### src/rtl/uart_tx_arbiter_if.sv
// Client/transmitter bundle for the UART TX arbiter.
// master = requesters plus the transmitter model; slave = the arbiter.
interface uart_tx_arbiter_if #(
  parameter int NUM_REQ    = 4,
  parameter int DATA_WIDTH = 8
);
  localparam int ID_WIDTH = $clog2(NUM_REQ);

  logic [NUM_REQ-1:0]            req;
  logic [NUM_REQ*DATA_WIDTH-1:0] req_data;
  logic                          rx_busy;
  logic                          tx_done;
  logic                          tx_send;
  logic [DATA_WIDTH-1:0]         tx_data;
  logic [ID_WIDTH-1:0]           grant_id;
  logic [NUM_REQ-1:0]            ack;
  logic [NUM_REQ-1:0]            err;
  logic                          busy;

  modport master (
    output req, req_data, rx_busy, tx_done,
    input  tx_send, tx_data, grant_id, ack, err, busy
  );

  modport slave (
    input  req, req_data, rx_busy, tx_done,
    output tx_send, tx_data, grant_id, ack, err, busy
  );
endinterface

### src/rtl/uart_tx_arbiter.sv
// Round-robin arbiter sharing one UART transmitter between NUM_REQ byte requesters.
//   state     | meaning
//   IDLE      | search for a winner when rx is quiet
//   LAUNCH    | tx_send pulse, timer cleared
//   WAIT_DONE | count until tx_done or timeout
//   RELEASE   | ack/err pulse, rotate priority
module uart_tx_arbiter #(
  parameter int NUM_REQ        = 4,
  parameter int DATA_WIDTH     = 8,
  parameter int TIMEOUT_CYCLES = 2048
) (
  input logic              clk,
  input logic              n_rst,
  uart_tx_arbiter_if.slave bus
);
  localparam int ID_WIDTH = $clog2(NUM_REQ);
  localparam int TIMER_W  = $clog2(TIMEOUT_CYCLES);
  localparam logic [TIMER_W-1:0]  TIMER_TC = TIMER_W'(TIMEOUT_CYCLES - 1);
  localparam logic [ID_WIDTH-1:0] LAST_RST = ID_WIDTH'(NUM_REQ - 1);

  typedef enum logic [1:0] {IDLE, LAUNCH, WAIT_DONE, RELEASE} state_t;

  state_t                  state, state_nxt;
  logic [TIMER_W-1:0]      timer, timer_nxt;
  logic [ID_WIDTH-1:0]     last_grant, last_grant_nxt;
  logic [ID_WIDTH-1:0]     grant_q, grant_nxt;
  logic [DATA_WIDTH-1:0]   data_q, data_nxt;
  logic                    tx_send_q, tx_send_nxt;
  logic [NUM_REQ-1:0]      ack_q, ack_nxt;
  logic [NUM_REQ-1:0]      err_q, err_nxt;
  logic                    busy_q, busy_nxt;
  logic                    win_vld;
  logic [ID_WIDTH-1:0]     win_id;
  logic [ID_WIDTH-1:0]     cand;
  logic [DATA_WIDTH-1:0]   req_bytes [NUM_REQ];

  always_comb begin
    for (int i = 0; i < NUM_REQ; i++) begin
      req_bytes[i] = bus.req_data[i*DATA_WIDTH +: DATA_WIDTH];
    end
  end

  // Walk from farthest to nearest so the requester just after last_grant wins.
  always_comb begin
    win_vld = 1'b0;
    win_id  = '0;
    cand    = '0;
    for (int k = NUM_REQ; k >= 1; k--) begin
      cand = ID_WIDTH'((int'(last_grant) + k) % NUM_REQ);
      if (bus.req[cand]) begin
        win_vld = 1'b1;
        win_id  = cand;
      end
    end
  end

  always_ff @(posedge clk or negedge n_rst) begin
    if (!n_rst) begin
      state      <= IDLE;
      timer      <= '0;
      last_grant <= LAST_RST;
      grant_q    <= '0;
      data_q     <= '0;
      tx_send_q  <= 1'b0;
      ack_q      <= '0;
      err_q      <= '0;
      busy_q     <= 1'b0;
    end else begin
      state      <= state_nxt;
      timer      <= timer_nxt;
      last_grant <= last_grant_nxt;
      grant_q    <= grant_nxt;
      data_q     <= data_nxt;
      tx_send_q  <= tx_send_nxt;
      ack_q      <= ack_nxt;
      err_q      <= err_nxt;
      busy_q     <= busy_nxt;
    end
  end

  always_comb begin
    state_nxt = state;
    unique case (state)
      IDLE:      if (win_vld && !bus.rx_busy) state_nxt = LAUNCH;
      LAUNCH:    state_nxt = WAIT_DONE;
      WAIT_DONE: if (bus.tx_done || timer == TIMER_TC) state_nxt = RELEASE;
      RELEASE:   state_nxt = IDLE;
      default:   state_nxt = IDLE;
    endcase
  end

  // Next values of the registered outputs; tx_done takes precedence over the terminal count.
  always_comb begin
    tx_send_nxt    = 1'b0;
    ack_nxt        = '0;
    err_nxt        = '0;
    busy_nxt       = (state_nxt != IDLE);
    timer_nxt      = timer;
    last_grant_nxt = last_grant;
    grant_nxt      = grant_q;
    data_nxt       = data_q;
    case (state)
      IDLE: begin
        if (state_nxt == LAUNCH) begin
          grant_nxt   = win_id;
          data_nxt    = req_bytes[win_id];
          tx_send_nxt = 1'b1;
        end
      end
      LAUNCH: timer_nxt = '0;
      WAIT_DONE: begin
        if (timer != TIMER_TC) timer_nxt = timer + 1'b1;
        if (bus.tx_done) ack_nxt[grant_q] = 1'b1;
        else if (timer == TIMER_TC) err_nxt[grant_q] = 1'b1;
      end
      RELEASE: last_grant_nxt = grant_q;
      default: ;
    endcase
  end

  assign bus.tx_send  = tx_send_q;
  assign bus.tx_data  = data_q;
  assign bus.grant_id = grant_q;
  assign bus.ack      = ack_q;
  assign bus.err      = err_q;
  assign bus.busy     = busy_q;
endmodule

### src/flat_wrapper.sv
// flat-port wrapper written by rule: the top's interface ports become plain ports
module uart_tx_arbiter_flat 
#(
  parameter int NUM_REQ        = 4,
  parameter int DATA_WIDTH     = 8,
  parameter int TIMEOUT_CYCLES = 2048
)
  (clk, n_rst, bus_req, bus_req_data, bus_rx_busy, bus_tx_done, bus_tx_send, bus_tx_data, bus_grant_id, bus_ack, bus_err, bus_busy);
  uart_tx_arbiter_if #(.NUM_REQ(NUM_REQ), .DATA_WIDTH(DATA_WIDTH)) bus_i ();
  input logic clk;
  input logic n_rst;
  input wire logic [$bits(bus_i.req)-1:0] bus_req;
  input wire logic [$bits(bus_i.req_data)-1:0] bus_req_data;
  input wire logic [$bits(bus_i.rx_busy)-1:0] bus_rx_busy;
  input wire logic [$bits(bus_i.tx_done)-1:0] bus_tx_done;
  output wire logic [$bits(bus_i.tx_send)-1:0] bus_tx_send;
  output wire logic [$bits(bus_i.tx_data)-1:0] bus_tx_data;
  output wire logic [$bits(bus_i.grant_id)-1:0] bus_grant_id;
  output wire logic [$bits(bus_i.ack)-1:0] bus_ack;
  output wire logic [$bits(bus_i.err)-1:0] bus_err;
  output wire logic [$bits(bus_i.busy)-1:0] bus_busy;
  assign bus_i.req = bus_req;
  assign bus_i.req_data = bus_req_data;
  assign bus_i.rx_busy = bus_rx_busy;
  assign bus_i.tx_done = bus_tx_done;
  assign bus_tx_send = bus_i.tx_send;
  assign bus_tx_data = bus_i.tx_data;
  assign bus_grant_id = bus_i.grant_id;
  assign bus_ack = bus_i.ack;
  assign bus_err = bus_i.err;
  assign bus_busy = bus_i.busy;
  uart_tx_arbiter #(.NUM_REQ(NUM_REQ), .DATA_WIDTH(DATA_WIDTH), .TIMEOUT_CYCLES(TIMEOUT_CYCLES)) u_core (.clk(clk), .n_rst(n_rst), .bus(bus_i));
endmodule
### config.mk
export PLATFORM = sky130hd
export DESIGN_NAME = uart_tx_arbiter_flat
export DESIGN_NICKNAME = d
export VERILOG_FILES = /design/src/rtl/uart_tx_arbiter_if.sv /design/src/rtl/uart_tx_arbiter.sv /design/src/flat_wrapper.sv
export SDC_FILE = /design/constraint.sdc
export NUM_CORES = 1
export LEC_CHECK = 0
export CORE_UTILIZATION = 37
export DETAILED_ROUTE_END_ITERATION = 8
export DONT_BUFFER_PORTS = 1
export GPL_ROUTABILITY_DRIVEN = 0
export MAX_ROUTING_LAYER = met4
export PLACE_DENSITY = 0.62
export SETUP_SLACK_MARGIN = 0.05
export SLEW_MARGIN = 20
export SYNTH_ARGS = -nofsm -noshare
export SYNTH_HDL_FRONTEND = slang
export SYNTH_SLANG_ARGS = --single-unit
export TNS_END_PERCENT = 30
### constraint.sdc
create_clock -name clk -period 1.7 [get_ports clk]
set_clock_uncertainty 0.1 [all_clocks]
set_input_delay 0.255 -clock clk [delete_from_list [all_inputs] [get_ports clk]]
set_output_delay 0.255 -clock clk [all_outputs]
set_load 0.005 [all_outputs]
==> results.md, run 1 <==
- Failing checks: negative setup slack
- Vias in the first global route: 1,347
- Final hold slack: 0.06482 ns
- Gr ovfl total: 0
- FP Rows: 25
- Hold wc startpoint: bus_tx_done
- Mapped Nets: 221
- FF-to-FF Start: u_core.last_grant[0]
- Synthesis-to-layout area growth: 22.35%
- Final Hold Fails: 0
- Final core occ: 0.4739
- Max-cap violation count: 0
- WHS Path Cells: 2
- Antenna violations before repair: 0
- Placement Cell Area: 2052 um2
- Hold WC Path Type: in2reg
- R2R Setup Slk: -0.08 ns
- Worst-margin pin slew: 0.3660 ns
- Layout cell share with drive strength beyond 1: 0.2663
- H-Tree Depth: 2
- Crit. End Element: register
- Detail Route Antenna Nets: 0
- Synth unique cells: 33
- Post-Syn Instances: 176
- Max Root-Sink Buffers: 2
- Clock root cell: clkbuf_8
- Pwr dens: 1598 nW/um2
- Setup TNS: -0.6156 ns
- Initial Util: 0.3874
- FF-to-FF End: u_core.bus.tx_data[4]
- CTS buffer count: 5
- Final setup margin: -0.08332 ns
- First-pass GRT wire length: 5.961 mm
- DIE AREA: 5264 um2
- Sequential-to-total area share from yosys stat: 0.4769
- Routed WL: 3.518 mm
- Lkg Pwr: 1.036 nW
- Tmin final: 1.783 ns
- Worst path depth: 8
- CTS sink cnt: 35
- WL/cell: 13.23 um
- Crit Path Category: reg2reg
- Largest net degree at the start of global routing: 36
- CP Data Required Time: 1.82 ns
- Flops & latches, synth: 35
- Reg2reg path depth: 8
- Critical Path Most Common Cell: buf_6
- Slowest stage delay, CP: 0.56 ns
- Clock-pin slew on the worst setup and hold paths: 0.07 ns
- # diodes: 0
- Placed Cells: 253
- Worst-case vdd ir drop: 795.5 uV
- Die extent in y: 72.56 um
- DRC violations left: 0
- IO Count: 60
- Crit start category: register
- Crit path arrival time: 1.90 ns
- RSZ-0062 raised after global routing: yes
- CTS tree: done
- WHS Endpoint: u_core.bus.ack[1]
- Average size of a mapped cell: 10.46 um2
- DRT Pass-1 Iters: 4
- Fmax: 560.8 MHz
- Worst slew margin: 0.7555
- Tcrit/Tclk final: 1.049
- Synth Warn #: 0
- Final #Nets: 243
- Design Area, Final: 2253 um2
- Final setup violation count: 8
- DPL Wire Length: 2.556 mm
- Die width: 72.56 um
- Port Buffer Count: 0
- Worst path cell trace: nand2b_4 -> buf_6 -> a311oi_4 -> buf_6 -> buf_12 -> mux2i_1 -> mux2_4 -> o21ai_2
- Non-filler instance count after layout: 266
- GRT Util Overall: 0.1532
- CP max FO: 5
- Most frequent cells in the layout: dfrtp_1, nand2_1, mux2i_1, nor2_1, buf_4
- Cell area after synthesis: 1842 um2
- Via-per-instance ratio: 4.902
- Max Slew Vio Count: 0
- Worst-Skew Late Latency: 0.29 ns
- Via count: 1,304
- Delay-heaviest family, CP: flip-flops
- Worst path bufs/invs: 3
- CP max-delay cell: dfstp_2
- Run status: finished, violations left
- DR iter-0 viols: 39
- Core area: 4755 um2
- Commonest non-fill, non-tap cell in the layout: dfrtp_1
[cell usage after synthesis]
| cell type | count | area share |
|---|---|---|
| xnor2_1 | 5 | 0.024 |
| o211ai_1 | 1 | 0.0041 |
| clkbuf_1 | 2 | 0.0041 |
| dfrtp_1 | 33 | 0.45 |
| nor3b_1 | 1 | 0.0041 |
| a311oi_1 | 1 | 0.0048 |
| o21ai_0 | 4 | 0.011 |
| dfstp_2 | 2 | 0.029 |
| a21oi_1 | 2 | 0.0054 |
| nor3_1 | 9 | 0.024 |
| nand3_1 | 5 | 0.014 |
| nand4b_1 | 1 | 0.0048 |
| nor2b_1 | 1 | 0.0034 |
| mux2_4 | 6 | 0.049 |
| nand2b_1 | 6 | 0.020 |
| nand4_1 | 2 | 0.0068 |
| or2b_1 | 1 | 0.0041 |
| o31ai_1 | 3 | 0.012 |
| o21ai_1 | 8 | 0.022 |
| mux2_2 | 6 | 0.037 |
| buf_12 | 1 | 0.011 |
| buf_2 | 2 | 0.0054 |
| nor4_1 | 2 | 0.0068 |
| mux2i_1 | 18 | 0.098 |
| ha_1 | 5 | 0.034 |
| o21ai_2 | 2 | 0.0095 |
| nand2_1 | 19 | 0.039 |
| nor2_1 | 15 | 0.031 |
| inv_1 | 9 | 0.018 |
| buf_4 | 1 | 0.0041 |
| or2_0 | 1 | 0.0034 |
| and4_1 | 1 | 0.0048 |
| a211o_1 | 1 | 0.0048 |
[what timing repair did]
action | 4_1_cts | 5_1_grt
hold buffers | 2 | 0
gates resized for setup | 7 | 7
setup buffers | 2 | 0
pin swaps | 8 | 8
cloned | 2 | 0
hold endpoints to repair | 35 | 0
endpoints found under the setup margin | 10 | 24
[metrics by stage]
stage / setup slack [ns] / total power, W
floorplan: -0.02417 / 0.002356
global placement: -0.07375 / 0.002802
detailed placement: -0.1040 / 0.002833
CTS: -0.1113 / 0.003664
global route: -0.1470 / 0.003877
finish: -0.08332 / 0.003601
[worst max-delay path by stage]
stage,startpoint,endpoint,slack (ns)
4_1_cts,u_core.last_grant[0],u_core.bus.tx_data[6],-0.11
2_1_floorplan,u_core.last_grant[1],u_core.bus.tx_data[7],-0.02
6_report,u_core.last_grant[0],u_core.bus.tx_data[4],-0.08
3_5_place_dp,u_core.last_grant[0],u_core.bus.tx_data[4],-0.10
3_3_place_gp,u_core.last_grant[0],u_core.bus.tx_data[0],-0.07
5_1_grt,u_core.last_grant[0],u_core.bus.tx_data[0],-0.15
[state kept, by name (all words and copies together), names as in the netlist]
| name | cells |
|---|---|
| u_core.timer | 11 |
| u_core.bus.ack | 4 |
| u_core.bus.busy | 1 |
| u_core.bus.tx_send | 1 |
| u_core.state | 2 |
| u_core.bus.grant_id | 2 |
| u_core.bus.err | 4 |
| u_core.last_grant | 2 |
| u_core.bus.tx_data | 8 |
[metal layers]
layer  track usage  wire length, um  vias up
met3       0.04861              151        5
met5             -                0        -
met4       0.06754               64        0
met1        0.1779             1602      610
li1              -                -      657
met2        0.2430             1699       32
[power breakdown]
part	switching, W	internal, W	leakage, nW
combinational	0.000771	0.000926	0.541
sequential	0.000221	0.00110	0.454
clock	0.000297	0.000286	0.0412
total	0.00129	0.00231	1.04
[cell type report]
| class | instances | area, um2 |
|---|---|---|
| Tap cell | 67 | 83.83 |
| Sequential cell | 35 | 878.3 |
| Clock inverter | 2 | 12.51 |
| Clock buffer | 6 | 72.57 |
| Inverter | 9 | 33.78 |
| Timing Repair Buffer | 21 | 225.2 |
| Fill cell | 459 | 2501 |
| Multi-Input combinational cell | 126 | 947.2 |
[logic make-up (layout without fill, tap and decap cells)]
kind of cell,count (synthesis),in the layout,share of synthesized area
AND/OR/NAND/NOR,64,64,0.1658
flip-flops,35,35,0.4769
multiplexers,30,30,0.1834
AO/OA/AOI/OAI,22,22,0.07338
buffers and inverters,15,38,0.04280
adder cells (fa/ha/maj),5,5,0.03397
XOR/XNOR,5,5,0.02378
Power figures use the tool's default switching activity.
==> run 2, diff against run 1 <==
--- a/config.mk
+++ b/config.mk
@@ -10,9 +10,9 @@
 export DONT_BUFFER_PORTS = 1
 export GPL_ROUTABILITY_DRIVEN = 0
 export MAX_ROUTING_LAYER = met4
-export PLACE_DENSITY = 0.62
+export PLACE_DENSITY = 0.65
 export SETUP_SLACK_MARGIN = 0.05
-export SLEW_MARGIN = 20
+export SLEW_MARGIN = 10
 export SYNTH_ARGS = -nofsm -noshare
 export SYNTH_HDL_FRONTEND = slang
 export SYNTH_SLANG_ARGS = --single-unit
==> results.md, run 2 (synthesis gave the netlist of run 1 again) <==
- Die width: 72.56 um
- CP Data Required Time: 1.82 ns
- FF-to-FF End: u_core.bus.tx_data[4]
- CTS buffer count: 5
- FP Rows: 25
- DPL Wire Length: 2.489 mm
- First-pass GRT wire length: 5.858 mm
- Pwr Total: 0.003615 W
- GRT Util Overall: 0.1527
- H-Tree Depth: 2
- Worst-Skew Late Latency: 0.30 ns
- Crit. End Element: register
- DRC violations left: 0
- Pwr dens: 1609 nW/um2
- Synthesis-to-layout area growth: 22.01%
- Vias in the first global route: 1,290
- Clock root cell: clkbuf_8
- Register Area: 878.3 um2
- FF-to-FF Start: u_core.last_grant[0]
- WHS Path Cells: 2
- Crit start category: register
- Routed WL: 3.506 mm
- Tcrit/Tclk final: 1.090
- Crit path arrival time: 1.98 ns
- CTS tree: done
- # fillers: 455
- Run status: finished, violations left
- DRT Pass-1 Iters: 5
- Largest net degree at the start of global routing: 36
- Final #Nets: 239
- R2R Setup Slk: -0.15 ns
- Max-cap violation count: 0
- Gr ovfl total: 0
- Initial Util: 0.3874
- Non-filler instance count after layout: 262
- WL/cell: 13.38 um
- Max Root-Sink Buffers: 2
- Number of flip-flops in the largest register: 11
- DR iter-0 viols: 68
- Commonest non-fill, non-tap cell in the layout: dfrtp_1
- Failing checks: negative setup slack
- Detail Route Antenna Nets: 0
- # diodes: 0
- Lkg Pwr: 1.028 nW
- DIE AREA: 5264 um2
- Die extent in y: 72.56 um
- Final Hold Fails: 0
- Final setup violation count: 10
- Port Buffer Count: 0
- Tmin final: 1.853 ns
- CP max FO: 4
- Max Slew Vio Count: 0
- Most frequent cells in the layout: dfrtp_1, nand2_1, mux2i_1, nor2_1, buf_4
- Via count: 1,306
- Antenna violations before repair: 0
- Hold wc startpoint: bus_tx_done
- Placed Cells: 250
- CTS sink cnt: 35
- Layout cell share with drive strength beyond 1: 0.2718
- Core area: 4755 um2
- Multi-input gate area: 977.2 um2
- Hold WC Path Type: in2reg
- Worst-case vdd ir drop: 819.9 uV
- Largest Register: u_core.timer
- Worst slew margin: 0.7252
- IO Count: 60
- Fmax: 539.7 MHz
- Reg2reg path depth: 6
- Via-per-instance ratio: 4.985
- Crit Path Category: reg2reg
- WHS Endpoint: u_core.bus.ack[1]
- Final setup margin: -0.1530 ns
- Clock-pin slew on the worst setup and hold paths: 0.08 ns
- Worst-margin pin slew: 0.4078 ns
- RSZ-0062 raised after global routing: yes
run 2: layer usage:
layer  up-vias  wire [um]  part of all wire  track usage
met1       609       1473              0.42       0.1719
met5         -          0                 0            -
met4         0         76             0.022      0.06754
met3         9        179             0.051      0.05000
met2        44       1777              0.51       0.2471
li1        644          -                 -            -
run 2: what timing repair did:
| action | in CTS | in global routing |
|---|---|---|
| buffers inserted | 0 | 1 |
| hold endpoints to repair | 35 | 0 |
| resized for setup | 6 | 8 |
| setup endpoints to repair | 14 | 23 |
| cloned | 0 | 1 |
| hold buffers | 2 | 0 |
| pin swaps | 11 | 4 |
run 2: worst max path at each step:
stage | startpoint | to | slack, ns
floorplan | u_core.last_grant[1] | u_core.bus.tx_data[7] | -0.02
global placement | u_core.last_grant[0] | u_core.bus.tx_data[2] | -0.12
detailed placement | u_core.last_grant[0] | u_core.bus.tx_data[6] | -0.14
CTS | u_core.last_grant[0] | u_core.bus.tx_data[1] | -0.07
global route | u_core.last_grant[0] | u_core.bus.tx_data[0] | -0.22
finish | u_core.last_grant[0] | u_core.bus.tx_data[4] | -0.15
run 2: stage by stage:
stage	setup slack [ns]	util	instance area, um2	hold slack (ns)	setup TNS, ns
after detailed placement	-0.1405	0.4268	2029	-0.1401	-1.078
after floorplan	-0.02417	-	1851	-0.1406	-0.1893
after global routing	-0.2171	0.4726	2247	0.05529	-2.588
after CTS	-0.06609	0.4584	2180	0.04334	-0.4588
final	-0.1530	0.4726	2247	0.04985	-1.155
after global placement	-0.1196	0.4268	2029	-0.1401	-0.9420
run 2: critical path: stages (launching register included):
cell,delay (ns)
dfstp_2,0.56
nand2b_4,0.13
o21ai_2,0.05
a211o_1,0.36
clkbuf_16,0.19
mux2_4,0.29
o21ai_1,0.11
run 2: final cells by class:
type                       count  share of cell area
sequential                    35              0.3909
clock buffer                   5             0.03062
clock inverter                 3            0.008909
tap                           67             0.03731
multi-input combinational    126              0.4349
timing repair buffer          17             0.08241
inverter                       9             0.01503
run 2: power by group:
| part | leakage (nW) | total (W) | internal, W | switching (W) |
|---|---|---|---|---|
| logic | 0.534 | 0.00168 | 0.000888 | 0.000788 |
| registers | 0.454 | 0.00133 | 0.00110 | 0.000227 |
| clock network | 0.0402 | 0.000613 | 0.000285 | 0.000328 |
| total | 1.03 | 0.00361 | 0.00227 | 0.00134 |
==> run 3, diff against run 2 <==
--- a/config.mk
+++ b/config.mk
@@ -5,7 +5,9 @@
 export SDC_FILE = /design/constraint.sdc
 export NUM_CORES = 1
 export LEC_CHECK = 0
+export ABC_AREA = 1
 export CORE_UTILIZATION = 37
+export CTS_BUF_LIST = sky130_fd_sc_hd__clkbuf_16
 export DETAILED_ROUTE_END_ITERATION = 8
 export DONT_BUFFER_PORTS = 1
 export GPL_ROUTABILITY_DRIVEN = 0
==> results.md, run 3 <==
- Run status: finished, violations left
- Failing checks: negative setup slack
- Top cell type by total area after synthesis: dfrtp_1
- Pwr dens: 1985 nW/um2
- Via-per-instance ratio: 4.834
- Vias in the first global route: 1,875
- Lkg Pwr: 1.449 nW
- Routed WL: 5.099 mm
- CTS buffer count: 5
- Die extent in y: 79.69 um
- Port Buffer Count: 0
- Synthesis-to-layout area growth: 23.59%
- Multi-input gate area: 1187 um2
- Crit path arrival time: 2.06 ns
- Initial Util: 0.3935
- Ys flop type: dfrtp_1
- WHS Path Cells: 2
- DR iter-0 viols: 106
- Final setup margin: -0.2970 ns
- Post-synthesis async set-or-reset flop share: 1.000
- H-Tree Depth: 2
- # fillers: 553
- DPL Wire Length: 3.650 mm
- DRT Pass-1 Iters: 4
- Tmin final: 1.997 ns
- Setup TNS: -4.148 ns
- Crit Path Category: reg2reg
- Synth Warn #: 0
- WL/cell: 12.81 um
- Max Root-Sink Buffers: 2
- Clock-pin slew on the worst setup and hold paths: 0.05 ns
- Sequential-to-total area share from yosys stat: 0.3933
- Max-cap violation count: 0
- Flops & latches, synth: 35
- Final setup violation count: 27
- Clock root cell: clkbuf_16
- Setup Fix Bufs, Post-CTS: 0
- DIE AREA: 6351 um2
- RSZ-0062 raised after global routing: yes
- Antenna violations before repair: 0
- First-pass GRT wire length: 8.680 mm
- Most frequent cells in the layout: nand2_1, inv_1, nand3_1, dfrtp_1, nand2_2
- Layout cell share with drive strength beyond 1: 0.2638
- Worst-case vdd ir drop: 1078 uV
- Hold WC Path Type: in2reg
- Commonest cells post-synth: nand2_1, inv_1, nand3_1
- Final Hold Fails: 0
- Die width: 79.69 um
- Synth unique cells: 32
- Tcrit/Tclk final: 1.175
- Reg2reg path depth: 14
- Mapped Nets: 346
- Worst-margin pin slew: 0.3141 ns
- Final hold slack: 0.07700 ns
- Pre-CTS setup slack: -0.3077 ns
- Fmax: 500.7 MHz
- Number of synthesized flops with an enable pin: 0
- Worst-Skew Late Latency: 0.28 ns
- Synth top area share: 0.3697
- Core area: 5675 um2
- GRT Util Overall: 0.1816
- Synth top area cells: dfrtp_1, nand2_1, inv_1
- CP max FO: 8
- CTS sink cnt: 35
- Crit. End Element: register
- CP Data Required Time: 1.77 ns
- Cell with the most instances after synthesis: nand2_1
- Max Slew Vio Count: 0
- Crit start category: register
- Commonest non-fill, non-tap cell in the layout: nand2_1
- Critical path startpoint: u_core.last_grant[0]
- FP Rows: 27
- Hold wc startpoint: bus_tx_done
- Detail Route Antenna Nets: 0
- CTS tree: done
- Number of flip-flops in the largest register: 11
- DRC violations left: 0
- FF-to-FF Start: u_core.last_grant[0]
- Register Area: 878.3 um2
- # diodes: 0
- Largest Register: u_core.timer
- Average size of a mapped cell: 7.420 um2
- Worst slew margin: 0.7887
- Via count: 1,924
- Final #Nets: 370
- Largest net degree at the start of global routing: 36
- Gr ovfl total: 0
- IO Count: 60
- Post-Syn Instances: 301
- Cell area after synthesis: 2233 um2
==> run 3: report_power, final <==
group | internal [W] | switching (W)
Sequential | 0.00109 | 0.000243
Clock | 0.000529 | 0.000330
Combinational | 0.00135 | 0.00193
Total | 0.00297 | 0.00251
==> run 3: through the flow <==
stage	cell area [um2]	power (W)	utilization	std cells
6_report	2760	0.005479	0.4863	398
5_1_grt	2760	0.005967	0.4863	398
4_1_cts	2649	0.005183	0.4667	397
3_5_place_dp	2454	0.004210	0.4323	387
3_3_place_gp	2454	0.004166	0.4323	387
2_1_floorplan	2233	0.003384	-	301
==> run 3: path summary, 6_finish.rpt <==
check | to | slack (ns)
min in group asynchronous | u_core.timer[2] | 0.34
max in group asynchronous | u_core.last_grant[1] | 0.91
worst min register to register | u_core.bus.tx_data[0] | 0.43
worst min-delay path | u_core.bus.ack[1] | 0.08
worst max-delay path | u_core.bus.tx_data[0] | -0.30
worst max register to register | u_core.bus.tx_data[0] | -0.30
==> run 3: what timing repair did <==
item,CTS,global route
cloned,0,1
setup endpoints to repair,27,28
hold endpoints to repair,35,0
hold buffers,2,0
gates resized for setup,6,22
pin swaps,1,7
==> run 3: cell type report <==
type                       instances  area share
multi-input combinational        202      0.4302
sequential                        35      0.3182
timing repair buffer              22     0.08522
inverter                          59     0.08386
clock buffer                       5     0.04533
tap                               72     0.03264
clock inverter                     3    0.004533
==> run 3: critical path, cell delays in order, from the launching register on <==
cell and delay (ns):
dfstp_2 0.66, inv_8 0.08, nand2_4 0.07, nand2_4 0.05
nand2_2 0.08, nand2_2 0.06, nand2_2 0.10, nand2_2 0.07
nand2_4 0.12, clkbuf_16 0.17, nand3_1 0.06, nand3_1 0.08
nand2_1 0.06, nand2_1 0.07, nand2_1 0.05
==> run 3: cell families after synthesis <==
family | share of synthesized area
compound gates | 0.04930
xor+xnor | 0.01961
fa+ha+maj | 0.02801
buf+inv | 0.1249
flops | 0.3933
simple gates | 0.3849
==> run 3: routing by layer <==
| layer | routed length, um | vias up | part of all wire | track usage |
|---|---|---|---|---|
| li1 | - | 980 | - | - |
| met1 | 2219 | 877 | 0.44 | 0.2195 |
| met2 | 2508 | 61 | 0.49 | 0.2880 |
| met3 | 316 | 6 | 0.062 | 0.06171 |
| met4 | 54 | 0 | 0.011 | 0.04909 |
| met5 | 0 | - | 0 | - |
